[src/rtl/rat_io_pkg.sv]
// rat_io_pkg: shared types, default port IDs and elaboration helpers for rat_io_bus
package rat_io_pkg;
  typedef logic [7:0] port_id_t;
  typedef logic [7:0] io_byte_t;
  localparam port_id_t SWITCHES_ID = 8'h20;
  localparam port_id_t LEDS_ID = 8'h40;
  localparam port_id_t SSEG_ID = 8'h81;
  localparam port_id_t IRQ_MASK_ID = 8'hF0;
  localparam port_id_t IRQ_STAT_ID = 8'hF1;
  localparam int MAX_IRQ = 8;
  function automatic logic overlaps(int a, int na, int b, int nb);
    return a < b + nb && b < a + na;
  endfunction
endpackage

[src/rtl/rat_io_bus_irq_capture.sv]
// irq_capture: synchronised edge capture into sticky W1C pending bits, mask register and registered INTR
module irq_capture
  import rat_io_pkg::*;
#(
  parameter int NUM_IRQ = 4
) (
  input  logic               CLK,
  input  logic               RST_N,
  input  logic [NUM_IRQ-1:0] IRQ_SRC,
  input  logic               mask_we,
  input  logic               stat_we,
  input  logic [NUM_IRQ-1:0] wbits,
  output logic [NUM_IRQ-1:0] pending,
  output logic [NUM_IRQ-1:0] mask,
  output logic               INTR
);
  logic [NUM_IRQ-1:0] sync1, sync2, prev;
  always_ff @(posedge CLK or negedge RST_N)
    if (!RST_N) begin
      sync1 <= '0;
      sync2 <= '0;
      prev <= '0;
      pending <= '0;
      mask <= '0;
      INTR <= 1'b0;
    end else begin
      sync1 <= IRQ_SRC;
      sync2 <= sync1;
      prev <= sync2;
      pending <= (pending & ~(stat_we ? wbits : '0)) | (sync2 & ~prev);
      mask <= mask_we ? wbits : mask;
      INTR <= |(pending & mask);
    end
endmodule

[src/rtl/rat_io_bus.sv]
// rat_io_bus: RAT MCU port-bus hub with input ports, output registers and edge-captured interrupts
// Define RAT_IO_READBACK_EN to make output registers readable at their own IDs.
module rat_io_bus
  import rat_io_pkg::*;
#(
  parameter int       NUM_IN      = 2,
  parameter int       NUM_OUT     = 4,
  parameter int       NUM_IRQ     = 4,
  parameter port_id_t IN_BASE     = SWITCHES_ID,
  parameter port_id_t OUT_BASE    = LEDS_ID,
  parameter port_id_t IRQ_MASK_ID = rat_io_pkg::IRQ_MASK_ID,
  parameter port_id_t IRQ_STAT_ID = rat_io_pkg::IRQ_STAT_ID
) (
  input  logic                 CLK,
  input  logic                 RST_N,
  input  logic [7:0]           PORT_ID,
  input  logic [7:0]           OUT_PORT,
  input  logic                 IO_STRB,
  output logic [7:0]           IN_PORT,
  input  logic [8*NUM_IN-1:0]  IN_DATA,
  output logic [8*NUM_OUT-1:0] OUT_DATA,
  input  logic [NUM_IRQ-1:0]   IRQ_SRC,
  output logic                 INTR
);
  localparam bit OVERLAP =
    overlaps(int'(IN_BASE), NUM_IN, int'(OUT_BASE), NUM_OUT) ||
    overlaps(int'(IN_BASE), NUM_IN, int'(IRQ_MASK_ID), 1) ||
    overlaps(int'(IN_BASE), NUM_IN, int'(IRQ_STAT_ID), 1) ||
    overlaps(int'(OUT_BASE), NUM_OUT, int'(IRQ_MASK_ID), 1) ||
    overlaps(int'(OUT_BASE), NUM_OUT, int'(IRQ_STAT_ID), 1) ||
    IRQ_MASK_ID == IRQ_STAT_ID;
  if (NUM_IRQ < 1 || NUM_IRQ > MAX_IRQ) begin : g_bad_irq
    $error("rat_io_bus: NUM_IRQ must be 1..%0d", MAX_IRQ);
  end
  if (OVERLAP) begin : g_overlap
    $error("rat_io_bus: port ID ranges overlap");
  end
  logic [NUM_IRQ-1:0] pending, mask;
  logic mask_we, stat_we;
  assign mask_we = IO_STRB && PORT_ID == IRQ_MASK_ID;
  assign stat_we = IO_STRB && PORT_ID == IRQ_STAT_ID;
  irq_capture #(.NUM_IRQ(NUM_IRQ)) u_irq (
    .CLK(CLK),
    .RST_N(RST_N),
    .IRQ_SRC(IRQ_SRC),
    .mask_we(mask_we),
    .stat_we(stat_we),
    .wbits(OUT_PORT[NUM_IRQ-1:0]),
    .pending(pending),
    .mask(mask),
    .INTR(INTR)
  );
  always_ff @(posedge CLK or negedge RST_N)
    if (!RST_N) OUT_DATA <= '0;
    else if (IO_STRB)
      for (int j = 0; j < NUM_OUT; j++)
        if (PORT_ID == port_id_t'(int'(OUT_BASE) + j)) OUT_DATA[8*j +: 8] <= OUT_PORT;
  always_comb begin
    IN_PORT = '0;
    for (int i = 0; i < NUM_IN; i++)
      if (PORT_ID == port_id_t'(int'(IN_BASE) + i)) IN_PORT = IN_DATA[8*i +: 8];
`ifdef RAT_IO_READBACK_EN
    for (int j = 0; j < NUM_OUT; j++)
      if (PORT_ID == port_id_t'(int'(OUT_BASE) + j)) IN_PORT = OUT_DATA[8*j +: 8];
`endif
    if (PORT_ID == IRQ_STAT_ID) IN_PORT = io_byte_t'(pending);
    if (PORT_ID == IRQ_MASK_ID) IN_PORT = io_byte_t'(mask);
  end
endmodule

[config.mk]
export PLATFORM = sky130hd
export DESIGN_NAME = rat_io_bus
export DESIGN_NICKNAME = d
export VERILOG_FILES = /design/src/rtl/rat_io_pkg.sv /design/src/rtl/rat_io_bus_irq_capture.sv /design/src/rtl/rat_io_bus.sv
export SDC_FILE = /design/constraint.sdc
export NUM_CORES = 1
export LEC_CHECK = 0
export ABC_AREA = 1
export CAP_MARGIN = 20
export CORE_MARGIN = 3
export CORE_UTILIZATION = 48
export DETAILED_ROUTE_END_ITERATION = 7
export PLACE_DENSITY = 0.85
export SYNTH_ARGS = -nofsm -noshare
export SYNTH_HDL_FRONTEND = slang
export SYNTH_SLANG_ARGS = --single-unit
[constraint.sdc]
create_clock -name CLK -period 1.7 [get_ports CLK]
set_input_delay 0.255 -clock CLK [delete_from_list [all_inputs] [get_ports CLK]]
set_output_delay 0.255 -clock CLK [all_outputs]
set_load 0.005 [all_outputs]
==> results of run 1 <==
## flip-flops by register name, indices dropped and copies added, names as in the netlist
name,cells
u_irq.sync1,4
u_irq.INTR,1
u_irq.pending,4
OUT_DATA,32
u_irq.mask,4
u_irq.prev,4
u_irq.sync2,4
## area by class of cell
type / instances / area [sq um]
Tap cell: 52 / 65.1
Multi-Input combinational cell: 177 / 830
Clock buffer: 5 / 68.8
Fill cell: 311 / 1040
Clock inverter: 1 / 5.00
Timing Repair Buffer: 109 / 1060
Sequential cell: 53 / 1330
Inverter: 22 / 82.6
## placed cells by master, fill, tap and decap left out, types with 3 or more instances in the layout
| cell type | Yosys | routed |
|---|---|---|
| buf_4 | 0 | 20 |
| clkdlybuf4s50_1 | 0 | 62 |
| dfrtp_1 | 53 | 53 |
| nand4_1 | 9 | 9 |
| nor2_2 | 5 | 4 |
| inv_2 | 3 | 6 |
| nand2_2 | 4 | 6 |
| nor2_4 | 1 | 3 |
| nand3_1 | 43 | 43 |
| clkbuf_8 | 0 | 5 |
| inv_1 | 18 | 15 |
| buf_12 | 1 | 4 |
| o21ai_0 | 5 | 5 |
| buf_6 | 1 | 4 |
| nand2_1 | 100 | 98 |
| buf_2 | 4 | 6 |
| dlygate4sd2_1 | 0 | 9 |
## cell usage after synthesis
cell type	count	area share (%)
o21ai_1	1	0.22
buf_12	1	0.88
nand3_2	1	0.44
o21ai_2	2	0.77
nand2_4	2	0.99
nor2_4	1	0.50
nand4_1	9	2.5
clkinv_1	1	0.17
dfrtp_1	53	58
nand2_1	100	17
nor2_2	5	1.4
nand2_2	4	1.1
nor2_1	3	0.50
inv_2	3	0.50
o21ai_0	5	1.1
buf_2	4	0.88
and2_1	1	0.28
nand3_1	43	9.5
inv_1	18	3.0
buf_6	1	0.50
## through the flow
step / TNS [ns] / cells / setup WS, ns / hold WS (ns)
floorplan: 0 / 258 / 0.464 / -0.0406
CTS: 0 / 418 / 0.000214 / 0.354
global placement: -4.04 / 401 / -0.379 / 0.266
global route: 0 / 419 / 0.0187 / 0.363
finish: 0 / 419 / 0.0555 / 0.352
detailed placement: -4.93 / 401 / -0.451 / 0.265
## worst reg2reg max path, cell delays in order (launching register included)
cell and delay [ns]:
dfrtp_1 0.42, nand2_1 0.07, nand4_1 0.08
## per-layer routing
metal  share of wire, %  global-route usage [%]
met1                 43                    29.8
met2                 49                    38.0
met3                6.3                    4.54
met4                1.1                    5.93
met5                  0                       0
## report_power, final
part	switching [mW]	leakage, nW	internal, mW
Sequential	0.0341	0.649	1.33
Combinational	0.158	1.06	0.219
Clock	0.367	0.0399	0.272
Total	0.559	1.75	1.82
## cell families (layout without fill, tap and decap cells)
group / Yosys count / after routing / share of synthesized area, %
simple gates: 169 / 169 / 33.6
flops: 53 / 53 / 58.4
buf+inv: 28 / 137 / 5.89
compound gates: 8 / 8 / 2.09
## worst paths after layout
path	start	endpoint	slack (ns)
max	PORT_ID[4]	IN_PORT[1]	0.06
min	u_irq.sync1[0]	u_irq.sync2[0]	0.35
max reg2reg	u_irq.pending[1]	u_irq.INTR	1.01
min reg2reg	u_irq.sync1[0]	u_irq.sync2[0]	0.35
max in group asynchronous	RST_N	u_irq.pending[3]	0.98
min in group asynchronous	RST_N	OUT_DATA[28]	0.48
## repair_timing
item | in CTS | in global routing
gates resized for setup | 41 | 6
hold buffers | 1 | 0
buffers inserted | 8 | 1
endpoints found under the hold margin | 53 | 0
endpoints found under the setup margin | 8 | 8
cloned | 2 | 0
pin swaps | 7 | 3
==> results.md, run 1 <==
* Status: completed
* Critical Path AT at 1.39 ns
* Clock-pin slew on the worst setup and hold paths at 0.08 ns
* Die area at 5600 sq um
* Setup violations, final at 0
* Synth-to-Final Area Change at 51.2%
* Clock Skew at 0.00314 ns
* GRT overflow at 0
* Largest net degree at the start of global routing at 54
* Buffers & Inverters on Critical Path at 5
* Remaining DRCs at 0
* Placed Area at 3240 sq um
* Critical path type: input port to output port
* Share of cells above drive strength 1 at 18.3%
* FF-to-FF path depth at 2
* CP Max Fanout at 4
* IO Pins at 80
* Hold Path Depth at 0
* Setup crit end kind: output port
* Mean Syn Cell Area at 8.81 sq um
* CTS tree: built
* Clock buffer depth at 2
* Worst-Margin Slew at 0.330 ns
* CORE AREA at 4470 sq um
* Nets@finish at 407
* Slew HR at 77.9%
* Unrepaired setup endpoints after global routing: no
* Hold Crit Class: register to register
* GRT Overall Usage at 22.5%
* Iter 0 DRT Violations at 154
* Clock root buffer: clkbuf_8
* Routed WL at 5990 um
* Final Hold Fails at 0
* Critical Path Start Type: input port
* H-tree depth at 2
* Period Utilization, post-route at 96.7%
* VDD IR-drop max at 0.581 mV
* Kind of cell adding the most delay to the critical path: buffers and inverters
* CP cell instances: dlygate4sd2_1, nor2_2, inv_2, nor2_4, buf_6, buf_4, nand3_1, nand4_1, buf_2
* ANT cells at 0
* Number of clock sinks at 53
* Max Slew Vio Count at 0
* Syn Inst Count at 258
* Crit. path cell count at 9
* Drt pass-1 iters at 4
* Routed len/inst at 14.3 um
* Detailed Place HPWL at 4070 um
* Die width at 74.8 um
* Max Clock Freq at 608 MHz
* Syn nets at 297
* Cell area after layout at 3430 sq um
* Drt via density at 5.07
* Fin util at 76.8%
* Lkg Pwr at 1.75 nW
* Port bufs at 79
* WP data required at 1.44 ns
* Max Cap Violations at 0
* Post-synth design cell area at 2270 sq um
* Syn. warnings at 0
* Vias in the first global route at 2094
* First-pass GRT wire length at 9610 um
* Tmin final at 1.64 ns
* Routability Congestion at 0.809
* Seq cells post-synth at 53
* Crit-path max cell delay at 0.26 ns
* Register area share after synthesis at 58.4%
* Std-Cell Rows at 24
* Cts bufs inserted at 5
* Slowest CP cell: dlygate4sd2_1
* Vert. Die Dim at 74.8 um
* Detail Route Antenna Nets at 0
* Clock latency at the later pin of the worst-skew pair at 0.29 ns
* Initial core utilization at 50.8%
* Initial antenna violation count at 0
* Count of cell types in the netlist at 20
* DR vias at 2126
* Final total power at 2.37 mW
* PD cells at 691 nW/um^2
Note: power is estimated with default switching activity, not from simulation.
==> run 2, diff against run 1 <==
- CORE_MARGIN: 3 -> default
==> run 2 against run 1 <==
Net effect: the run now ends with DRC left; setup slack better by 0.015 ns; design area up 3.2%; wire length is 2.9% higher; count of clock-buffer cells in the layout unchanged; utilization rose by 3.0 points.
==> results.md, run 2 (synthesis gave the netlist of run 1 again) <==
* Status: finished with violations
* Most frequent cells in the layout: 98 x nand2_1, 62 x clkdlybuf4s50_1, 53 x dfrtp_1, 42 x nand3_1, 27 x buf_4
* Worst-Margin Slew at 0.376 ns
* Clock buffer depth at 2
* Max Clock Freq at 614 MHz
* GRT overflow at 0
* Setup crit end kind: output port
* Non-Filler Instances at 427
* Clock Skew at 0.00208 ns
* Switching Fraction at 22.2%
* ANT cells at 0
* Routability Congestion at 0.923
* Dpl cells at 402
* Max Slew Vio Count at 0
* Routed len/inst at 14.4 um
* Routed WL at 6160 um
* Psw at 0.610 mW
* Cts bufs inserted at 5
* Hold path startpoint: u_irq.sync1[0]
* Hold Crit Class: register to register
* Nets@finish at 413
* Critical Path Start Type: input port
* Tmin final at 1.63 ns
* Drt via density at 5.14
* Seq pwr share at 49.5%
* Hold Worst Slack at 0.354 ns
* Die width at 70.8 um
* Setup violations, final at 0
* Hold Path Depth at 0
* Clock power share at 36.5%
* Clock root buffer: clkbuf_8
* Register Area at 1330 sq um
* Largest net degree at the start of global routing at 39
* Remaining DRCs at 16
* Reg2Reg Setup Slack at 0.99 ns
* Fin util at 79.8%
* Max FFs per register at 32
* Number of clock sinks at 53
* IO Pins at 80
* CORE AREA at 4440 sq um
* Die area at 5010 sq um
* Drt pass-1 iters at 7
* VDD IR-drop max at 0.582 mV
* DR vias at 2195
* Clock-pin slew on the worst setup and hold paths at 0.09 ns
* Final WS setup at 0.0703 ns
* Synth-to-Final Area Change at 56.0%
* Commonest non-fill, non-tap cell in the layout: nand2_1
* Std-Cell Rows at 24
* Vert. Die Dim at 70.8 um
* Period Utilization, post-route at 95.9%
* Largest register by flop count: OUT_DATA
* Combinational share of power at 14.0%
* First-pass GRT wire length at 10500 um
* Detail Route Antenna Nets at 0
* Failing checks: DRC
* Critical path type: input port to output port
* Vias in the first global route at 2316
* H-tree depth at 2
* PD cells at 776 nW/um^2
* Worst setup path start: PORT_ID[6]
* CP Max Fanout at 5
* Share of cells above drive strength 1 at 19.2%
* Slew HR at 75.0%
* Max Cap Violations at 0
* Final Hold Fails at 0
* Clock latency at the later pin of the worst-skew pair at 0.30 ns
* GRT Overall Usage at 26.8%
* Worst slack, placed at -0.460 ns
* Initial antenna violation count at 0
* Critical Path AT at 1.37 ns
* Setup TNS at 0 ns
* Number of fill cells in the layout at 284
* Worst r2r dst: u_irq.INTR
* Detailed Place HPWL at 4070 um
* Area of the multi-input gates at 840 sq um
* Unrepaired setup endpoints after global routing: no
* Port bufs at 79
* CTS tree: built
* Hold path endpoint: u_irq.sync2[0]
* FF-to-FF path depth at 2
* Worst r2r src: u_irq.pending[0]
* WP data required at 1.44 ns
* Initial core utilization at 51.1%
* Iter 0 DRT Violations at 107
* Internal power at 2.14 mW
* Lkg Pwr at 1.80 nW
run 2: metal layers:
layer	vias to the layer above	routed length (um)	track usage [%]	share of wire (%)
li1	1058	-	-	-
met1	1039	2590	33.4	42
met2	87	3040	46.5	49
met3	11	393	4.84	6.4
met4	0	137	10.7	2.2
met5	-	0	0	0
run 2: worst max path at each step:
stage                  to  depth (start not counted)
2_1_floorplan  IN_PORT[2]                          6
3_3_place_gp   IN_PORT[1]                          7
3_5_place_dp   IN_PORT[1]                          7
4_1_cts        IN_PORT[6]                          9
5_1_grt        IN_PORT[6]                          9
6_report       IN_PORT[6]                          9
run 2: layout make-up:
cell class / count / share of cell area, %
sequential: 53 / 37.4
timing repair buffer: 115 / 30.9
multi-input combinational: 177 / 23.7
inverter: 22 / 2.33
clock buffer: 5 / 1.94
clock inverter: 3 / 1.94
tap: 52 / 1.84
run 2: what timing repair did:
item	in CTS	in global routing
hold buffers	1	0
cloned	2	0
buffers inserted	14	0
resized for setup	40	8
endpoints found under the setup margin	8	18
pin swaps	6	6
endpoints found under the hold margin	15	0
run 2: through the flow:
stage,area (sq um),power [mW]
2_1_floorplan,2270,1.46
3_3_place_gp,3250,1.73
3_5_place_dp,3250,1.74
4_1_cts,3530,2.76
5_1_grt,3540,2.85
6_report,3540,2.75
run 2: power groups by stage:
stage / Clock, mW / Sequential [mW] / Combinational, mW
global placement: 0 / 1.38 / 0.350
CTS: 1.02 / 1.36 / 0.381
global route: 1.06 / 1.37 / 0.421
floorplan: 0 / 1.38 / 0.0810
finish: 1.01 / 1.36 / 0.386
detailed placement: 0 / 1.38 / 0.359
run 2: critical path: stages:
cell             delay, ns
dlygate4sd2_1         0.27
inv_1                 0.08
nand2_2               0.06
nor2_4                0.15
buf_6                 0.13
buf_4                 0.10
nand3_1               0.07
nand2_1               0.07
clkdlybuf4s15_2       0.19
